### config.mk
export PLATFORM = sky130hd
export DESIGN_NAME = ifetch
export DESIGN_NICKNAME = d
export VERILOG_FILES = /design/src/rtl/core_pkg.sv /design/src/rtl/fetch_fifo.sv /design/src/rtl/ifetch.sv
export SDC_FILE = /design/constraint.sdc
export NUM_CORES = 1
export LEC_CHECK = 0
export CELL_PAD_IN_SITES_DETAIL_PLACEMENT = 1
export CELL_PAD_IN_SITES_GLOBAL_PLACEMENT = 1
export CORE_ASPECT_RATIO = 1.25
export CORE_MARGIN = 2
export CORE_UTILIZATION = 40
export CTS_CLUSTER_DIAMETER = 120
export DETAILED_ROUTE_END_ITERATION = 10
export PLACE_DENSITY_LB_ADDON = 0.1
export SETUP_SLACK_MARGIN = 0.02
export SYNTH_ARGS = -nofsm -noshare
export SYNTH_HDL_FRONTEND = slang
export SYNTH_SLANG_ARGS = --single-unit
export TNS_END_PERCENT = 5
### constraint.sdc
create_clock -name clk -period 7.13 [get_ports clk]
set_input_delay 2.139 -clock clk [delete_from_list [all_inputs] [get_ports clk]]
set_output_delay 2.139 -clock clk [all_outputs]
set_load 0.01 [all_outputs]
### src/rtl/core_pkg.sv
// Shared core types and constants.
// Imported by the fetch stage and its buffer.
package core_pkg;

    localparam int XLEN = 32;

    localparam logic [XLEN-1:0] NOP = 32'h0000_0013;

    typedef struct packed {
        logic [XLEN-1:0] instr;
        logic [XLEN-1:0] pc;
    } fetch_entry_t;

endpackage

### src/rtl/fetch_fifo.sv
// Fetch buffer: power-of-two ring of {instr, pc} entries.
// Clear has priority over push/pop.
module fetch_fifo
    import core_pkg::*;
#(
    parameter int DEPTH = 4,
    localparam int AW = $clog2(DEPTH),
    localparam int CW = AW + 1
) (
    input  logic         clk,
    input  logic         reset,
    input  logic         clear,
    input  logic         push,
    input  fetch_entry_t push_data,
    input  logic         pop,
    output fetch_entry_t head,
    output logic [CW-1:0] count
);

    fetch_entry_t  mem [DEPTH];
    logic [AW-1:0] rd_ptr;
    logic [AW-1:0] wr_ptr;
    logic          do_pop;
    logic          flush;

    assign flush  = reset || clear;
    assign do_pop = pop && (count != '0);
    assign head   = mem[rd_ptr];

    always_ff @(posedge clk) begin
        if (push && !flush) begin
            mem[wr_ptr] <= push_data;
        end
    end

    always_ff @(posedge clk) begin
        if (flush) begin
            rd_ptr <= '0;
            wr_ptr <= '0;
            count  <= '0;
        end else begin
            if (push) begin
                wr_ptr <= wr_ptr + AW'(1);
            end
            if (do_pop) begin
                rd_ptr <= rd_ptr + AW'(1);
            end
            count <= count + CW'(push) - CW'(do_pop);
        end
    end

    // Space is reserved at request time; a push into a full buffer is a bug.
    always_ff @(posedge clk) begin
        if (!flush) begin
            assert (!(push && !do_pop && count == CW'(DEPTH)));
        end
    end

endmodule

### src/rtl/ifetch.sv
// Instruction fetch: owns the PC, issues sequential word reads,
// buffers responses and hands {instr, pc} to decode.
module ifetch
    import core_pkg::*;
#(
    parameter logic [31:0] RESET_PC = 32'h0000_0000,
    parameter int          DEPTH    = 4
) (
    input  logic        clk,
    input  logic        reset,
    output logic        imem_req,
    output logic [31:0] imem_addr,
    input  logic [31:0] imem_rdata,
    input  logic        redirect_valid,
    input  logic [31:0] redirect_pc,
    input  logic        id_ready,
    output logic        id_valid,
    output logic [31:0] instr,
    output logic [31:0] pc
);

    localparam int CW = $clog2(DEPTH) + 1;

    logic [XLEN-1:0] fetch_pc;
    logic [XLEN-1:0] inflight_pc;
    logic            inflight;
    logic            pop;
    logic            push;
    logic            flush;
    logic [CW:0]     occ;
    logic [CW-1:0]   count;
    fetch_entry_t    head;
    fetch_entry_t    resp;

    assign flush = reset || redirect_valid;
    assign pop   = id_valid && id_ready;
    assign push  = inflight && !flush;

    // Occupancy credits a same-cycle pop so back-to-back fetch never stalls.
    assign occ = {1'b0, count} + (CW+1)'(inflight) - (CW+1)'(pop);

    assign imem_req  = !flush && (occ < (CW+1)'(DEPTH));
    assign imem_addr = fetch_pc;

    assign id_valid = (count != '0) && !redirect_valid;
    assign instr    = (count != '0) ? head.instr : NOP;
    assign pc       = (count != '0) ? head.pc : '0;

    assign resp.instr = imem_rdata;
    assign resp.pc    = inflight_pc;

    always_ff @(posedge clk) begin
        if (reset) begin
            fetch_pc    <= {RESET_PC[31:2], 2'b00};
            inflight    <= 1'b0;
            inflight_pc <= '0;
        end else if (redirect_valid) begin
            fetch_pc <= {redirect_pc[31:2], 2'b00};
            inflight <= 1'b0;
        end else begin
            inflight <= imem_req;
            if (imem_req) begin
                fetch_pc    <= fetch_pc + 32'd4;
                inflight_pc <= fetch_pc;
            end
        end
    end

    fetch_fifo #(
        .DEPTH(DEPTH)
    ) u_fifo (
        .clk      (clk),
        .reset    (reset),
        .clear    (redirect_valid),
        .push     (push),
        .push_data(resp),
        .pop      (pop),
        .head     (head),
        .count    (count)
    );

    always_ff @(posedge clk) begin
        if (!reset) begin
            assert (imem_addr[1:0] == 2'b00);
        end
    end

endmodule
Word level (Yosys, flattened, before mapping)
Memory sizes are Yosys's and may differ from the RTL's. A register that Yosys moved wholly into a read port is not among the register bits.
Index checks and enable logic that the tools add are counted.

storage, ports and cells
  bits in read-only memories = 0
  bits in registers = 72
  logic and storage cells = 38
  latch bits = 0
  memory bits (writable) = 256
  memories kept = 1
  input bits = 68
  output and inout port bits = 98

memories
  memory      depth  bits a word  read ports  clocked after Yosys merged registers in  write ports  RTL line          source
  u_fifo.mem  4      64           1           1                                        1            fetch_fifo.sv:20  fetch_entry_t mem [DEPTH];

cells by class
  multiplexer cells = 8
  magnitude comparators = 1
  eq/ne operators = 0
  bitwise operators = 1
  multiply operators = 0
  shift-type cells = 0
  div/mod/pow operators = 0
  reduce and logical (&&, ||, !) cells = 13
  add/subtract/negate cells = 7

operators by type and width
  operator                                                                      count
  32-bit 2-to-1 mux                                                             4
  32-bit by 3-bit adder with 32-bit output, second input constant               1
  1-bit logical AND                                                             6
  2-bit by 1-bit adder with 2-bit output, second input constant                 2
  3-bit by 1-bit adder with 4-bit output                                        1
  4-bit by 3-bit less-than comparator with 1-bit output, second input constant  1
  2-bit 2-to-1 mux                                                              2
  4-bit by 1-bit subtractor with 4-bit output                                   1
  3-bit by 1-bit adder with 3-bit output                                        1
  3-bit nonzero test                                                            1
  3-bit by 1-bit subtractor with 3-bit output                                   1
  1-bit logical NOT                                                             2
  1-bit 2-to-1 mux                                                              2
  2-bit AND reduction                                                           1
  2-bit nonzero test                                                            1
  2-bit OR reduction                                                            1
  1-bit logical OR                                                              1
  1-bit NOT                                                                     1

Depth between registers and ports, before layout
Gate-level depths: netlist of the first run.

  word-level depth = 8
  depth in mapped cells = 15
  gate-level depth less buffers = 10

Modules after synthesis
A second synthesis of the first run with hierarchy kept.

unflattened totals
  cells, all modules = 831
  area, all modules = 13,287.7 um^2

modules (own cells, without submodules)
  module      seq. area each (um^2)  cells an instance  area an instance (um^2)  times used
  fetch_fifo  7,867.5                380                9,790.6                  1
  ifetch      1,221.2                451                3,497.1                  1

Worst setup path before layout of the first run
No wires, ideal clock.

  path type = in2out
  from = input port redirect_valid
  to = output port imem_req
  required time = 4.991 ns
  arrival = 4.590 ns
  slack = 0.401 ns
  buffers on the path = 5
  stages = 12
  path through = clkbuf_1 -> clkbuf_1 -> nor3b_1 -> ha_1 -> inv_1 -> ha_1 -> and3b_1 -> buf_6 -> or4_1 -> clkbuf_1 -> a31oi_2 -> buf_4

on the way
  cells in the longest elaborated chain, start to end = 6
  elaborated cells on any way between the ends = 8
  those cells by class = add/sub: 1; order compare: 1; reduce/logical: 6

RTL lines
  item                                                   RTL line      source
  from (decl)                                            ifetch.sv:14  input logic redirect_valid,
  1-bit logical NOT                                      ifetch.sv:45  assign id_valid = (count != '0) && !redirect_valid;
  1-bit logical AND                                      ifetch.sv:45
  1-bit logical AND                                      ifetch.sv:36  assign pop = id_valid && id_ready;
  4-bit by 1-bit subtractor with 4-bit output            ifetch.sv:40  assign occ = {1'b0, count} + (CW+1)'(inflight) - (CW+1)'(pop);
  4-bit by 3-bit less-than comparator with 1-bit output  ifetch.sv:42  assign imem_req = !flush && (occ < (CW+1)'(DEPTH));
  1-bit logical AND *                                    ifetch.sv:42
  to (decl)                                              ifetch.sv:11  output logic imem_req,

Every way passes the cells marked *; elsewhere a longest branch is shown, timed or not.

Worst setup path in the final report of the first run
  from = input port id_ready
  to = output port imem_req

on the way
  cells in the longest elaborated chain, start to end = 4

RTL lines
  item                                                   RTL line      source
  from (decl)                                            ifetch.sv:16  input logic id_ready,
  1-bit logical AND                                      ifetch.sv:36
  4-bit by 1-bit subtractor with 4-bit output            ifetch.sv:40
  4-bit by 3-bit less-than comparator with 1-bit output  ifetch.sv:42
  1-bit logical AND                                      ifetch.sv:42

Every way passes these cells.

==> results, run 1 <==
- The flow ran to the end, and the final reports show no timing, DRC or antenna violations.
- The finished layout holds 1376 standard cells, fillers aside.
- The final number of max-transition violations is 0.
- At the pin with the least slew margin, the transition time is 1030 ps.
- The number of buffers on the longest clock path is 3.
- The path class of the tightest hold or removal check is flip-flop to flip-flop.
- The fraction of met3 tracks used by global routing is 0.0250.
- The clock sink count is 318.
- The count of buffers from port buffering is 159.
- The number of antenna diodes in the final layout is 0.
- The CTS tree is done.
- The biggest area contributor in the post-synthesis netlist is sky130_fd_sc_hd__edfxtp_1.
- Entering global routing, the biggest net connects 65 pins.
- Once detail routing completed, the nets flagged for antenna violations numbered 0.
- The net count of the finished layout is 1019.
- The final critical-path share of the clock period is 0.975.
- The number of I/O pins is 166.
- In this run the static leakage power is 4.94 nW.
- The maximum clock rate is 144 MHz.
- The floorplan step defined a die boundary enclosing 33500 um2.
- Dividing the detail-routed wire length by the instance count gives 21.5 um.
- After clock tree synthesis, the clock-pin slew on the worst setup and hold paths is 60 ps.
- The wire length of the first global-routing pass is 46400 um.
- The floorplan die height is 204 um.
- The critical path class is primary input to output port.
- The library cells used most frequently in the layout, excluding fill and tap cells, are sky130_fd_sc_hd__edfxtp_1 (248), sky130_fd_sc_hd__clkdlybuf4s50_1 (158), sky130_fd_sc_hd__dfxtp_1 (68), sky130_fd_sc_hd__nor2_1 (62), sky130_fd_sc_hd__mux4_2 (62).
- The sort of element at the start of the critical path is a primary input.
- The via-per-instance ratio is 5.36.
- Along the worst path, the maximum fanout reaches 3.
- The worst hold slack across all endpoints is 513 ps.
- The layout has 3031 filler cells.
- The number of unique standard cell types used by synthesis is 55.
- Broken down by cell family, the worst path's largest delay share belongs to buffers and inverters.
- The number of placed instances, taps included, is 1319.
- The last weighted congestion value of the routability-driven placer is 0.783.
- Of the synthesized area, sequential elements account for 0.691.
- Of the cells placed in the final design, the portion with a size suffix greater than 1 is 0.143.
- After synthesis the cells add up to 12800 um2.
- In this design, the stage delay of the slowest critical-path cell is 570 ps.
- The signal arrival time at the worst endpoint is 4820 ps.
- In this run the horizontal extent of the chip is 164 um.
- The routed wire length is 29600 um.
- The maximum vdd drop is 0.000187 V.
- Sorting the synthesized cells by area gives the leading types as sky130_fd_sc_hd__edfxtp_1 (58%), sky130_fd_sc_hd__dfxtp_1 (11%), sky130_fd_sc_hd__mux4_2 (11%).
- The overall routing resource usage is 0.179.
- Buffers inserted to repair hold after CTS numbered 0.
- The total area of multi-input combinational cells is 3690 um2.
- For this run, design rule violations remaining after detail routing come to 0.
- The initial antenna violation count is 0.
- The count of yosys warnings during synthesis is 0.
- The total chip power is 0.00376 W.
- The slowest stage of the critical path belongs to the cell sky130_fd_sc_hd__clkdlybuf4s50_1.
- Before antenna repair, the detailed router went through 4 iterations.
- The CTS root buffer is sky130_fd_sc_hd__clkbuf_16.
- The max-capacitance violation count is 0.
- For met1 alone, demand over resource in global routing was 0.235.
- The relative slew slack is 0.311.
- The TritonCTS buffer count is 31.
- Counting flops with an async set or reset pin after synthesis yields a share of 0.
- The number of global-route vias before repair is 8078.
- Counting both buffers and inverters, the worst setup path holds a total of 3.
- After routing, the total negative slack on setup checks comes to 0 ps.
- Setup repair after global routing left no endpoint under its margin.
- The shortest period the worst path allows is 6950 ps.
- Summed over all nets, the half-perimeter wirelength after detailed placement is 18300 um.
- The total congestion overflow is 0.
- The total via count in the routed design is 7375.
- Leaving out fill and tap cells, the most frequent cell in the layout is sky130_fd_sc_hd__edfxtp_1.
- The final count of hold timing violations is 0.
- The required time of the worst setup path is 4990 ps.
- The number of H-tree levels is 1.
- Yosys mapped a number of flops with a built-in enable equal to 248.
- On the final layout, the worst clock skew is 19.1 ps.
- Averaged over all synthesized cells, the footprint is 16.3 um2.
- The core region is 31700 um2.
- The register area is 8860 um2.
- Compared with the post-synthesis result, the final layout area differs by 22.9%.
- The areal power density over the cells is 238 nW/um2.
- The most common flop cell mapped by yosys is sky130_fd_sc_hd__edfxtp_1.
- The clock reaches the later pin of the worst-skew pair after 550 ps.
- Counting flops and latches in the post-synthesis netlist gives 318.
- After global routing, the most crowded layer is met2.
- In the global route stage, met2 resource usage came out at 0.312.
- The worst setup path is captured at an output port.
- The final count of negative-setup-slack endpoints is 0.
- The share of synthesized area in the top cell type comes to 0.581.
- The first-iteration detailed-routing DRC count is 414.
- The signal on the critical path passes through clkdlybuf4s50_1 -> nor3b_2 -> ha_1 -> inv_1 -> ha_1 -> and3b_1 -> or4_1 -> a31oi_4 -> clkdlybuf4s50_1.
- The synthesized instance count is 785.
- The starting utilization of the core area is 0.404.
- The cell row count is 73.
- For this run, the share of the core covered by cells in the final layout is 0.497.
where the power goes:
group,internal [W],total (W),switching [W]
clock,0.000829,0.00151,0.000678
combinational,0.000101,0.000191,0.0000896
sequential,0.00202,0.00206,0.0000384
total,0.00295,0.00376,0.000806
per-layer routing:
metal | share of wire | routed length, um
met5 | 0 | 0
met4 | 0.021 | 617
met3 | 0.042 | 1250
met2 | 0.51 | 15000
met1 | 0.43 | 12800
cell families after synthesis:
logic type,after synthesis,share of synthesized area
other,1,0.000293
flip-flops,318,0.691
AO/OA/AOI/OAI,69,0.0411
buffers and inverters,74,0.0256
AND/OR/NAND/NOR,207,0.0894
XOR/XNOR,9,0.00615
multiplexers,96,0.136
adder cells (fa/ha/maj),11,0.0113
stage by stage:
| step | setup slack [ps] | cell area (um2) |
|---|---|---|
| after floorplan | 401 | 12800 |
| after global placement | 59.8 | 14800 |
| after detailed placement | 102 | 14800 |
| after CTS | 89.4 | 15700 |
| after global routing | 84.4 | 15700 |
| final | 176 | 15700 |
worst paths after layout:
path | start | endpoint | slack (ps) | depth (start not counted)
worst max register to register | u_fifo.count[2]$_SDFF_PP0_ | imem_addr[28]$_SDFFE_PP0P_ | 3880 | 12
worst min register to register | inflight_pc[30]$_SDFFE_PP0P_ | u_fifo.mem[3][30]$_DFFE_PP_ | 510 | 0
worst max-delay path | id_ready | imem_req | 180 | 9
worst min-delay path | inflight_pc[30]$_SDFFE_PP0P_ | u_fifo.mem[3][30]$_DFFE_PP_ | 510 | 0
synthesized netlist by cell type, drive strengths merged (10+ instances only):
cell type	number
edfxtp	248
clkbuf	32
a311oi	16
mux4	62
inv	22
nand2	14
nor2	62
nor2b	60
o31ai	12
mux2i	34
or4	15
buf	20
ha	10
dfxtp	70
sequential cells by signal (all words and copies together) (netlist names), named ones only:
name,flops
u_fifo.mem,248
imem_addr,30
inflight_pc,30
u_fifo.count,3
u_fifo.rd_ptr,2
u_fifo.wr_ptr,2
inflight,1
cell type report:
type / count / area share
Sequential cell: 318 / 0.562
Multi-Input combinational cell: 396 / 0.234
Timing Repair Buffer: 171 / 0.106
Clock buffer: 34 / 0.0500
Tap cell: 412 / 0.0327
Clock inverter: 23 / 0.00882
Inverter: 22 / 0.00524
what timing repair did:
action                     4_1_cts  5_1_grt
gates resized for setup          0        1
setup buffers                    0        0
setup endpoints to repair        0        1
(Power assumes the default switching activity.)
==> inputs of run 2 (changes only) <==
==> constraint.sdc (replaced) <==
create_clock -name clk -period 7.13 [get_ports clk]
set_input_delay 1.0695 -clock clk [delete_from_list [all_inputs] [get_ports clk]]
set_output_delay 1.0695 -clock clk [all_outputs]
set_load 0.01 [all_outputs]
==> run 2 against run 1 <==
  * Critical path depth grew 1
  * Worst setup slack better by 1800 ps
  * Die area stayed put
  * Clock power rose by 9%
  * Via count rose by 0.26%
  * Sequential cell count stayed put
  * Power is 3.8% higher
  * Core utilization is 0.19 points higher
  * Wire length rose by 0.17%
  * Clock skew is 3.9 ps lower
  * Final cell count is 0.36% lower
  * Critical path type unchanged
  * Critical endpoint unchanged
==> results, run 2 (synthesis results as in run 1) <==
- The insertion delay of the later-clocked pin in the worst-skew pair is 560 ps (about the same).
- The cell row count is 73 (unchanged).
- The register bank with the most flops is u_fifo.mem.
- The share of total power in sequential cells came to 0.528 (-0.020).
- The total of cells resized after clock tree synthesis was 0 (unchanged).
- From synthesis to final layout, the design area changed by 23.4%.
- The starting utilization of the core area is 0.404 (unchanged).
- The transition time at the pin with the least slew margin is 1050 ps (+20.7 ps).
- The part of the power in the clock network came to 0.423 (+0.022).
- The cell count of the worst reg-to-reg path was 11 (-1).
- The share of post-route cells with drive strength above 1 is 0.138 (-0.00551).
- The critical path starts at redirect_valid.
- The signal on the critical path passes through clkdlybuf4s50_1 -> buf_4 -> nor3b_1 -> ha_1 -> inv_1 -> ha_1 -> and3b_1 -> or4_1 -> a31oi_4 -> clkdlybuf4s50_1.
- In this run the top signal layer used is met4.
- The internal power contribution is 0.00309 W (+4.8%).
- The TritonCTS buffer count is 31 (unchanged).
- The part of the total power dissipated in combinational logic was 0.049 (-0.002).
- The overall routing resource usage is 0.180 (+0.000617).
- The initial antenna violation count is 0 (unchanged).
- The total routed wire length on the met1 layer was 12600 um (-1.3%).
- The switching fraction of total power is 0.207 (-0.00767).
- The count of placed standard cells in the final layout, fillers left out is 1371 (-0.36%).
- The final count of hold timing violations is 0 (unchanged).
- The met3 routed wirelength was 1320 um (+5.1%).
- The number of buffers added for setup after CTS was 0 (unchanged).
- The flip-flop count of the largest register after layout is 248 (unchanged).
- The CTS root buffer is sky130_fd_sc_hd__clkbuf_16.
- The die area is 33500 um2 (unchanged).
- The via-per-instance ratio came to 5.39 (+0.62%).
- The relative slew slack was 0.297 (-0.0138).
- The max-capacitance violation count is 0 (unchanged).
- The remaining design rule violation count came to 0 (unchanged).
- The CTS clock-pin slew for the worst setup and hold paths is 60 ps (about the same).
- The number of H-tree levels is 1 (unchanged).
- The antenna diode count is 0 (unchanged).
- The maximum vdd drop is 0.000168 V (-11%).
- The register area is 8860 um2 (unchanged).
- The area of the placeable core was 31700 um2 (unchanged).
- The placed wire-length estimate after detailed placement is 17800 um (-2.3%).
- The delay of the slowest cell on the worst path is 640 ps (+70 ps).
- The count of buffers from port buffering is 159 (unchanged).
- The net switching component of the power is 0.000807 W (+0.12%).
- The largest net degree at the start of global routing was 65 (unchanged).
- The total congestion overflow is 0 (unchanged).
- The maximum clock rate was 193 MHz (+34%).
- The detailed-routed wire length on met2 was 15200 um (+1.7%).
- The critical path is of the primary input to output port type.
- The source of the worst register-to-register timing path is u_fifo.count[2]$_SDFF_PP0_.
- The filler cell count came to 3003 (-0.92%).
- The setup TNS came to 0 ps (unchanged).
- The total via count in the routed design is 7394 (+0.26%).
- In the layout the commonest cells are sky130_fd_sc_hd__edfxtp_1 (248), sky130_fd_sc_hd__clkdlybuf4s50_1 (158), sky130_fd_sc_hd__dfxtp_1 (68), sky130_fd_sc_hd__nor2_1 (62), sky130_fd_sc_hd__mux4_2 (62).
- The final count of negative-setup-slack endpoints is 0 (unchanged).
- The number of placed instances with taps included is 1314 (-0.38%).
- Setup repair after global routing left no endpoint under its margin.
- The type of the tightest min-delay check is flip-flop to flip-flop.
- The die outline width is 164 um (unchanged).
- The required time of the worst setup path is 6060 ps (+1070 ps).
- The number of nets in the layout is 1014 (-0.49%).
- The number of buffers on the longest clock path is 3 (unchanged).
- STA classifies the critical path endpoint as an output port.
- The number of I/O pins is 166 (unchanged).
- The most common library cell in the layout ignoring fill and taps is sky130_fd_sc_hd__edfxtp_1.
- The run finished with clean final reports.
- The wire length of the first global-routing pass came to 46400 um (about the same).
- TritonCTS built the clock tree.
- The areal power density over the cells is 247 nW/um2 (+3.4%).
- The last weighted congestion value of the routability-driven placer is 0.814 (+4.0%).
- The first-iteration detailed-routing DRC count is 336 (-19%).
- The maximum clock skew at final layout is 15.2 ps (-3.85 ps).
- The final critical-path share of the clock period is 0.726 (-0.250).
- The clock sink count is 318 (unchanged).
- The final number of max-transition violations is 0 (unchanged).
- The floorplan die height is 204 um (unchanged).
- The number of search-and-repair iterations in the first detailed-routing pass is 4 (unchanged).
- The slowest cell on the critical path is sky130_fd_sc_hd__or4_1.
- The signal arrival time at the worst endpoint is 4100 ps (-720 ps).
- The highest net fanout along the worst path is 22 (+19).
- The cell depth of the worst min-delay path is 0 (unchanged).
- The post-cts hold buffer count was 0 (unchanged).
- The static leakage is 4.95 nW (+0.11%).
- STA classifies the critical path startpoint as a primary input.
- The routed wire length is 29700 um (+0.17%).
- The shortest period the worst path allows is 5170 ps (-1780 ps).
- The startpoint of the worst hold path is inflight_pc[14]$_SDFFE_PP0P_.
- The total area of multi-input combinational cells is 3690 um2 (-0.14%).
- The number of global-route vias before repair is 8099 (+0.26%).
- The average wire length per cell after detail routing is 21.7 um (+0.53%).
- The post-detailed-route count of antenna-violating nets is 0 (unchanged).
==> run 2: critical path: cells and delay by family <==
| kind | cells | cell delay (ps) |
|---|---|---|
| adders and majority gates | 2 | 420 |
| and+or+nand+nor | 3 | 1110 |
| buffers and inverters | 4 | 1220 |
| AOI/OAI and AO/OA | 1 | 270 |
==> run 2: path summary, 6_finish.rpt <==
| kind | end | slack (ps) |
|---|---|---|
| min | u_fifo.mem[3][14]$_DFFE_PP_ | 500 |
| max reg2reg | inflight_pc[10]$_SDFFE_PP0P_ | 3750 |
| min reg2reg | u_fifo.mem[3][14]$_DFFE_PP_ | 500 |
| max | imem_req | 1960 |
==> run 2: cell type report <==
| class | instances | area share |
|---|---|---|
| tap | 412 | 0.0326 |
| clock inverter | 12 | 0.00871 |
| inverter | 22 | 0.00522 |
| timing repair buffer | 166 | 0.104 |
| multi-input combinational | 396 | 0.233 |
| sequential | 318 | 0.560 |
| clock buffer | 45 | 0.0564 |
==> run 2: power by group through the flow <==
stage	clock network, W	logic [W]	registers [W]
after detailed placement	0	0.000192	0.00210
final	0.00165	0.000191	0.00206
after global routing	0.00176	0.000207	0.00206
after floorplan	0	0.0000845	0.00209
after CTS	0.00169	0.000194	0.00206
after global placement	0	0.000185	0.00209
==> run 2: metal layers <==
layer  track usage  up-vias
met2         0.317      173
li1              -     3338
met1         0.232     3849
met3        0.0272       34
met4        0.0461        0
met5             0        -
==> run 2: stage by stage <==
step / utilization / hold slack (ps) / power (W) / setup WS [ps] / area [um2]
after CTS: 0.499 / 515 / 0.00395 / 1930 / 15800
after floorplan: - / 459 / 0.00217 / 2540 / 12800
after global routing: 0.499 / 525 / 0.00403 / 1770 / 15800
after global placement: 0.466 / 472 / 0.00228 / 1950 / 14800
final: 0.499 / 503 / 0.00390 / 1960 / 15800
after detailed placement: 0.466 / 501 / 0.00229 / 1930 / 14800
